$ cat config.mk
export PLATFORM = sky130hd
export DESIGN_NAME = datapath_sequencer_flat
export DESIGN_NICKNAME = d
export VERILOG_FILES = /design/src/rtl/datapath_sequencer_if.sv /design/src/rtl/datapath_sequencer.sv /design/src/flat_wrapper.sv
export SDC_FILE = /design/constraint.sdc
export NUM_CORES = 1
export LEC_CHECK = 0
export CAP_MARGIN = 20
export CORE_MARGIN = 4
export CORE_UTILIZATION = 42
export DETAILED_ROUTE_END_ITERATION = 8
export PLACE_DENSITY_LB_ADDON = 0.1
export SLEW_MARGIN = 5
export SYNTH_ARGS = -nofsm -noshare
export SYNTH_HDL_FRONTEND = slang
export SYNTH_SLANG_ARGS = --single-unit
$ cat constraint.sdc
create_clock -name clk -period 1.58 [get_ports clk]
set_input_delay 0.158 -clock clk [delete_from_list [all_inputs] [get_ports clk]]
set_output_delay 0.158 -clock clk [all_outputs]
set_load 0.05 [all_outputs]
$ cat src/rtl/datapath_sequencer_if.sv
// Command handshake and datapath control bundle shared by the datapath
// sequencer (slave) and its command source / ALU environment (master).
interface datapath_sequencer_if #(
   parameter int DATA_W = 16,
   parameter int SEL_W  = 4,
   parameter int OP_W   = 4
);
   logic                    cmd_valid;
   logic                    cmd_ready;
   logic [OP_W-1:0]         cmd_op;
   logic [SEL_W-1:0]        cmd_dst;
   logic [SEL_W-1:0]        cmd_src;
   logic                    cmd_use_imm;
   logic [DATA_W-1:0]       cmd_imm;
   logic [SEL_W-1:0]        rsel_a;
   logic [SEL_W-1:0]        rsel_b;
   logic                    bsel;
   logic [DATA_W-1:0]       imm_out;
   logic [OP_W-1:0]         alu_op;
   logic [DATA_W-1:0]       alu_result;
   logic [(2**SEL_W)-1:0]   wr_en;
   logic [DATA_W-1:0]       wr_data;
   logic                    done;
   logic                    busy;
   logic [15:0]             cmd_count;

   modport master (
      output cmd_valid, cmd_op, cmd_dst, cmd_src, cmd_use_imm, cmd_imm, alu_result,
      input  cmd_ready, rsel_a, rsel_b, bsel, imm_out, alu_op, wr_en, wr_data,
             done, busy, cmd_count
   );

   modport slave (
      input  cmd_valid, cmd_op, cmd_dst, cmd_src, cmd_use_imm, cmd_imm, alu_result,
      output cmd_ready, rsel_a, rsel_b, bsel, imm_out, alu_op, wr_en, wr_data,
             done, busy, cmd_count
   );
endinterface

$ cat src/rtl/datapath_sequencer.sv
// Four-state controller (IDLE/READ/EXEC/WB) that steers the register-file
// read muxes and ALU for one two-address command, then writes the result back.
module datapath_sequencer #(
   parameter int              DATA_W = 16,
   parameter int              SEL_W  = 4,
   parameter int              OP_W   = 4,
   parameter logic [OP_W-1:0] OP_NOP = 4'hF,
   parameter logic [OP_W-1:0] OP_CMP = 4'hB
) (
   input  logic                  clk,
   input  logic                  reset_n,
   datapath_sequencer_if.slave   bus
);
   localparam int WR_W = 2**SEL_W;

   typedef enum logic [1:0] {
      ST_IDLE = 2'd0,
      ST_READ = 2'd1,
      ST_EXEC = 2'd2,
      ST_WB   = 2'd3
   } state_t;

   state_t              state_r;
   state_t              state_nxt_s;
   logic                cmd_ready_s;
   logic                accept_s;
   logic                suppress_wb_s;

   logic [SEL_W-1:0]    rsel_a_r;
   logic [SEL_W-1:0]    rsel_b_r;
   logic                bsel_r;
   logic [DATA_W-1:0]   imm_out_r;
   logic [OP_W-1:0]     alu_op_r;
   logic [WR_W-1:0]     wr_en_r;
   logic [DATA_W-1:0]   wr_data_r;
   logic                done_r;
   logic [15:0]         cmd_count_r;

   function automatic logic [WR_W-1:0] sel_onehot(input logic [SEL_W-1:0] sel);
      logic [WR_W-1:0] oh;
      oh      = {WR_W{1'b0}};
      oh[sel] = 1'b1;
      return oh;
   endfunction

   // Next-state decode plus the state-derived handshake outputs.
   always_comb begin
      state_nxt_s   = state_r;
      cmd_ready_s   = 1'b0;
      accept_s      = 1'b0;
      suppress_wb_s = (alu_op_r == OP_NOP) || (alu_op_r == OP_CMP);
      case (state_r)
         ST_IDLE: begin
            cmd_ready_s = 1'b1;
            if (bus.cmd_valid) begin
               accept_s    = 1'b1;
               state_nxt_s = ST_READ;
            end else begin
               state_nxt_s = ST_IDLE;
            end
         end
         ST_READ: state_nxt_s = ST_EXEC;
         ST_EXEC: state_nxt_s = ST_WB;
         ST_WB:   state_nxt_s = ST_IDLE;
         default: state_nxt_s = ST_IDLE;
      endcase
   end

   // State register.
   always_ff @(posedge clk or negedge reset_n) begin
      if (!reset_n) begin
         state_r <= ST_IDLE;
      end else begin
         state_r <= state_nxt_s;
      end
   end

   // Command capture; selects hold between commands so the datapath stays quiet.
   always_ff @(posedge clk or negedge reset_n) begin
      if (!reset_n) begin
         rsel_a_r  <= {SEL_W{1'b0}};
         rsel_b_r  <= {SEL_W{1'b0}};
         bsel_r    <= 1'b0;
         imm_out_r <= {DATA_W{1'b0}};
         alu_op_r  <= {OP_W{1'b0}};
      end else if (accept_s) begin
         rsel_a_r  <= bus.cmd_dst;
         rsel_b_r  <= bus.cmd_src;
         bsel_r    <= bus.cmd_use_imm;
         imm_out_r <= bus.cmd_imm;
         alu_op_r  <= bus.cmd_op;
      end
   end

   // Result capture and the one-cycle writeback/completion strobes shown in WB.
   always_ff @(posedge clk or negedge reset_n) begin
      if (!reset_n) begin
         wr_data_r   <= {DATA_W{1'b0}};
         wr_en_r     <= {WR_W{1'b0}};
         done_r      <= 1'b0;
         cmd_count_r <= 16'h0000;
      end else if (state_r == ST_EXEC) begin
         wr_data_r   <= bus.alu_result;
         wr_en_r     <= suppress_wb_s ? {WR_W{1'b0}} : sel_onehot(rsel_a_r);
         done_r      <= 1'b1;
         cmd_count_r <= cmd_count_r + 16'h0001;
      end else begin
         wr_en_r     <= {WR_W{1'b0}};
         done_r      <= 1'b0;
      end
   end

   assign bus.cmd_ready = cmd_ready_s;
   assign bus.busy      = ~cmd_ready_s;
   assign bus.rsel_a    = rsel_a_r;
   assign bus.rsel_b    = rsel_b_r;
   assign bus.bsel      = bsel_r;
   assign bus.imm_out   = imm_out_r;
   assign bus.alu_op    = alu_op_r;
   assign bus.wr_en     = wr_en_r;
   assign bus.wr_data   = wr_data_r;
   assign bus.done      = done_r;
   assign bus.cmd_count = cmd_count_r;
endmodule
$ cat src/flat_wrapper.sv
// flat-port wrapper written by rule: the top's interface ports become plain ports
module datapath_sequencer_flat 
#(
   parameter int              DATA_W = 16,
   parameter int              SEL_W  = 4,
   parameter int              OP_W   = 4,
   parameter logic [OP_W-1:0] OP_NOP = 4'hF,
   parameter logic [OP_W-1:0] OP_CMP = 4'hB
)
  (clk, reset_n, bus_cmd_valid, bus_cmd_op, bus_cmd_dst, bus_cmd_src, bus_cmd_use_imm, bus_cmd_imm, bus_alu_result, bus_cmd_ready, bus_rsel_a, bus_rsel_b, bus_bsel, bus_imm_out, bus_alu_op, bus_wr_en, bus_wr_data, bus_done, bus_busy, bus_cmd_count);
  datapath_sequencer_if #(.DATA_W(DATA_W), .SEL_W(SEL_W), .OP_W(OP_W)) bus_i ();
  input  logic clk;
  input  logic reset_n;
  input wire logic [$bits(bus_i.cmd_valid)-1:0] bus_cmd_valid;
  input wire logic [$bits(bus_i.cmd_op)-1:0] bus_cmd_op;
  input wire logic [$bits(bus_i.cmd_dst)-1:0] bus_cmd_dst;
  input wire logic [$bits(bus_i.cmd_src)-1:0] bus_cmd_src;
  input wire logic [$bits(bus_i.cmd_use_imm)-1:0] bus_cmd_use_imm;
  input wire logic [$bits(bus_i.cmd_imm)-1:0] bus_cmd_imm;
  input wire logic [$bits(bus_i.alu_result)-1:0] bus_alu_result;
  output wire logic [$bits(bus_i.cmd_ready)-1:0] bus_cmd_ready;
  output wire logic [$bits(bus_i.rsel_a)-1:0] bus_rsel_a;
  output wire logic [$bits(bus_i.rsel_b)-1:0] bus_rsel_b;
  output wire logic [$bits(bus_i.bsel)-1:0] bus_bsel;
  output wire logic [$bits(bus_i.imm_out)-1:0] bus_imm_out;
  output wire logic [$bits(bus_i.alu_op)-1:0] bus_alu_op;
  output wire logic [$bits(bus_i.wr_en)-1:0] bus_wr_en;
  output wire logic [$bits(bus_i.wr_data)-1:0] bus_wr_data;
  output wire logic [$bits(bus_i.done)-1:0] bus_done;
  output wire logic [$bits(bus_i.busy)-1:0] bus_busy;
  output wire logic [$bits(bus_i.cmd_count)-1:0] bus_cmd_count;
  assign bus_i.cmd_valid = bus_cmd_valid;
  assign bus_i.cmd_op = bus_cmd_op;
  assign bus_i.cmd_dst = bus_cmd_dst;
  assign bus_i.cmd_src = bus_cmd_src;
  assign bus_i.cmd_use_imm = bus_cmd_use_imm;
  assign bus_i.cmd_imm = bus_cmd_imm;
  assign bus_i.alu_result = bus_alu_result;
  assign bus_cmd_ready = bus_i.cmd_ready;
  assign bus_rsel_a = bus_i.rsel_a;
  assign bus_rsel_b = bus_i.rsel_b;
  assign bus_bsel = bus_i.bsel;
  assign bus_imm_out = bus_i.imm_out;
  assign bus_alu_op = bus_i.alu_op;
  assign bus_wr_en = bus_i.wr_en;
  assign bus_wr_data = bus_i.wr_data;
  assign bus_done = bus_i.done;
  assign bus_busy = bus_i.busy;
  assign bus_cmd_count = bus_i.cmd_count;
  datapath_sequencer #(.DATA_W(DATA_W), .SEL_W(SEL_W), .OP_W(OP_W), .OP_NOP(OP_NOP), .OP_CMP(OP_CMP)) u_core (.clk(clk), .reset_n(reset_n), .bus(bus_i));
endmodule
# [Yosys cells after proc, flatten, opt, wreduce, memory -nomap -nowiden]
# Cells that the tools add are included.
[word_totals] output_inout_bits=80 wordCells=32 ff_bits=80
[classes] mux=10 n_lt_le_gt_ge=2 eq_ne=5 bitwise_logic=1 addsub=1 n_reduce_logical=3
[op_table] operator="16-bit two-way mux" count=2
[op_table] operator="16-bit by 1-bit adder with 16-bit output, second input constant" count=1
[op_table] operator="4-bit == test, second input constant" count=2
[op_table] operator="2-bit one-hot mux with 4 select lines" count=1
[op_table] operator="1-bit two-way mux" count=6
[op_table] operator="4-bit by 5-bit less-than comparator with 1-bit output, second input constant" count=1
[op_table] operator="1-bit demux with 4-bit select" count=1
[op_table] operator="2-bit == test, second input constant" count=2
[op_table] operator="4-bit by 1-bit greater-or-equal comparator with 1-bit output, second input constant" count=1
[op_table] operator="2-bit by 1-bit == test with 1-bit output, second input constant" count=1
[op_table] operator="2-bit logical NOT" count=1
[op_table] operator="1-bit logical AND" count=1
[op_table] operator="1-bit logical OR" count=1
[op_table] operator="1-bit NOT" count=1

# [Logic depth before layout (Yosys ltp)]
[depth] depth_word=6 ltp_mapped=6

# [Worst setup path before layout]
# No wires, ideal clock.
[synth_timing] path_type="register to register" from="register u_core.cmd_count_r[0], in the netlist u_core.bus.cmd_count[0]" to="register u_core.cmd_count_r[14], in the netlist u_core.bus.cmd_count[14]" path_stages_with_launch=5 setup_slack_ns=-0.116 path_buffers=0 arrival_time_ns=1.552 required_time_ns=1.436 synth_period_minus_slack_ns=1.696 path_cell_list="dfrtp_1 > ha_1 > nand4_1 > nor4_1 > xor2_1"
[synth_via] elab_chain_len=1
[synth_rtl] item="from (decl)" line_no="datapath_sequencer.sv:37" rtl="logic [15:0] cmd_count_r;"
[synth_rtl] item="from (signal assigned)" line_no="datapath_sequencer.sv:106" rtl="cmd_count_r <= cmd_count_r + 16'h0001;"
[synth_rtl] item="16-bit by 1-bit adder with 16-bit output" line_no="datapath_sequencer.sv:106"
# Every way passes these cells.
# A chain may end at the register's enable or synchronous reset.

# [Worst setup path after layout]
[layout_timing] from="register u_core.state_r[0]" to="output port bus_busy"
[layout_via] elab_chain_len=3
[layout_rtl] item="from (decl)" line_no="datapath_sequencer.sv:23" rtl="state_t state_r;"
[layout_rtl] item="from (signal assigned)" line_no="datapath_sequencer.sv:74" rtl="state_r <= state_nxt_s;"
[layout_rtl] item="2-bit logical NOT" line_no="datapath_sequencer.sv:52" rtl="case (state_r)"
[layout_rtl] item="1-bit two-way mux" line_no="datapath_sequencer.sv:52"
[layout_rtl] item="1-bit NOT" line_no="datapath_sequencer.sv:114" rtl="assign bus.busy = ~cmd_ready_s;"
[layout_rtl] item="to (decl)" line_no="flat_wrapper.sv:30" rtl="output wire logic [$bits(bus_i.busy)-1:0] bus_busy;"
# Every way passes these cells.

==> qor.txt <==
WL/cell - 14.88 um
Tmin final - 1.466 ns
Setup crit start kind - flop
Setup TNS - 0 ns
Root Buffer - clkbuf_8
Routed Antenna Nets - 0
Seq/Total Area, Yosys - 66.17%
CTS clk-pin slew, worst paths - 0.08 ns
Met3 usage - 8.042%
Share of cells above drive strength 1 - 44.51%
CTS tree - done
R2r startpoint - u_core.state_r[0]$_DFF_PN0_
Diodes inserted - 0
Worst path required time - 1.42 ns
Fillers - 541
Vias in the first global route - 2238
Clk buf depth - 2
Via count - 2165
RSZ-0062 raised after global routing - no
Synth Register Bits - 80
Min-delay worst type - input pin to async pin
Final Max Slew Viols - 0
Layout overhead on the synthesized area - 51.03%
Cell taking the most area after synthesis - dfrtp_1
Commonest non-fill, non-tap cell in the layout - buf_4
Synth area leaders - dfrtp_1 (66%), mux2_2 (17%), xor2_1 (2.6%)
Io pins - 128
Power Density - 2391 nW/um^2
Netlist Area Pre-Place - 3025 um^2
Number of max-cap violations - 0
M2 GR Usage - 25.01%
Core Region - 6907 um^2
Initial antenna violation count - 0
Pwr Total - 0.01093 W
Commonest non-fill, non-tap cells in the layout - buf_4 (86), dfrtp_1 (78), mux2_2 (46), clkdlybuf4s50_1 (46), nor2_1 (16)
Die W - 92.87 um
Total Wirelength - 6709 um
RR Endpoint - u_core.bus.cmd_count[12]$_DFFE_PN0P_
Number of remaining DRC errors - 0
DR iter-0 viols - 66
Critical Setup Path Class - flop to output port
Syn Inst Count - 207
Hold Fails Final Rpt - 0
# setup viols final - 0
Die area - 8625 um^2
Total grt overflow - 0
Post-Syn Nets - 258
I/O Buffers - 127
Synth top area share - 66.17%
VDD IR max - 1538 uV
Clock Skew - 0.01146 ns
Status - finished clean
First-pass GRT wire length - 10870 um
Initial Util - 43.80%
Avg Cell Area, Syn - 14.62 um^2
CTS buffer count - 9
Final nets - 401
HPWL after DPL - 5016 um
RePlAce Congestion - 0.7626
Worst EP arrival - 1.31 ns
CP endpoint kind - output port
GRT Resource Usage Total - 16.19%
Worst R2R Setup Slack - 0.13 ns
Grt met1 use - 19.21%
Clock latency on the worst-skew pair - 0.34 ns
Critical Path End - bus_busy
Yosys warns - 0
Via/cell ratio - 4.800
Worst-case reg-to-reg path depth - 5
Distinct cells, synth - 19
# clock sinks - 80
DR pass1 iterations - 4
Std-Cell Rows - 30
Busiest grt layer - met2
H-Tree Level Count - 3
Die Y - 92.87 um
Rel. slew slack - 68.44%
Maximum clock rate - 0.6819 GHz
Worst Tran Pin Value - 0.4734 ns
Worst setup path start - u_core.state_r[0]$_DFF_PN0_
Largest net degree at the start of global routing - 38
Final Cycle Share - 92.81%
Worst-path fanout max - 3
Lkg Pwr - 2.150 nW
==> through the flow <==
step	worst slack, ns	instances	instance area, um^2	utilization (%)	hold WS [ns]
2_1_floorplan	0.04785	207	3030	-	-0.1376
3_3_place_gp	0.06193	433	4304	62.32	0.1522
3_5_place_dp	0.0008257	433	4304	62.32	0.1574
4_1_cts	0.02555	450	4556	65.96	0.3272
5_1_grt	0.002308	451	4569	66.16	0.3410
6_report	0.1136	451	4569	66.16	0.3137
==> synthesized netlist by cell type <==
cell type / count
xor2_1: 9
nor2_1: 16
nand4b_1: 2
dfrtp_1: 80
nand2b_1: 2
o21ai_0: 1
nand2_1: 8
buf_2: 5
ha_1: 3
inv_1: 6
and3_1: 1
nor3_1: 6
nand3_1: 3
mux2_2: 46
xnor2_1: 6
nand4_1: 5
nand4_4: 2
nor4_1: 5
buf_4: 1
==> cell type report <==
| class | instances | area, um^2 | area share [%] |
|---|---|---|---|
| tap | 96 | 120.1 | 2.629 |
| multi-input combinational | 115 | 979.7 | 21.44 |
| clock inverter | 5 | 103.9 | 2.273 |
| sequential | 80 | 2004 | 43.87 |
| timing repair buffer | 138 | 1207 | 26.42 |
| inverter | 6 | 22.52 | 0.4929 |
| clock buffer | 11 | 131.4 | 2.875 |
==> kinds of logic after synthesis <==
group / Yosys count / share of synthesized area (%)
buf+inv: 12 / 1.820
mux: 46 / 17.12
simple gates: 50 / 9.140
flops: 80 / 66.17
compound gates: 1 / 0.1653
xor+xnor: 15 / 4.343
fa+ha+maj: 3 / 1.241
==> flip-flops by register name, summed over array words and instances, names as in the netlist <==
name,flops
u_core.bus.bsel,1
u_core.bus.rsel_b,4
u_core.bus.wr_en,16
u_core.bus.cmd_count,16
u_core.state_r,2
u_core.bus.imm_out,16
u_core.bus.done,1
u_core.bus.alu_op,4
u_core.bus.wr_data,16
u_core.bus.rsel_a,4
==> layer usage <==
metal,up-vias,routed length [um]
met2,104,3199
met3,8,714
met4,0,87
li1,998,-
met5,-,0
met1,1055,2709
==> where the power goes <==
group	internal, W	switching (W)	total [W]
logic	0.00206	0.00374	0.00580
clock network	0.00105	0.000719	0.00177
registers	0.00281	0.000539	0.00335
==> repair_timing <==
action,4_1_cts,5_1_grt
gates resized for setup,1,2
buffers inserted,0,1
hold buffers,1,0
endpoints found under the setup margin,1,28
pin swaps,0,2
hold endpoints to repair,35,0
==> worst max-delay path, cell delays in order (launching register included) <==
cell and delay, ns:
dfrtp_1 0.36, inv_1 0.08, ha_2 0.19, buf_4 0.14, inv_1 0.06, buf_12 0.14
==> worst min path at each step <==
| stage | endpoint | slack (ns) | from | cells after the start |
|---|---|---|---|---|
| 4_1_cts | u_core.bus.wr_data[4]$_DFFE_PN0P_ | 0.33 | reset_n | 2 |
| 6_report | u_core.bus.cmd_count[9]$_DFFE_PN0P_ | 0.31 | reset_n | 2 |
| 2_1_floorplan | u_core.bus.alu_op[0]$_DFFE_PN0P_ | -0.14 | reset_n | 0 |
| 5_1_grt | u_core.bus.wr_data[4]$_DFFE_PN0P_ | 0.34 | reset_n | 2 |
| 3_3_place_gp | u_core.bus.cmd_count[9]$_DFFE_PN0P_ | 0.15 | reset_n | 1 |
| 3_5_place_dp | u_core.bus.cmd_count[9]$_DFFE_PN0P_ | 0.16 | reset_n | 1 |
No activity file was read; power rests on OpenSTA's default activity.
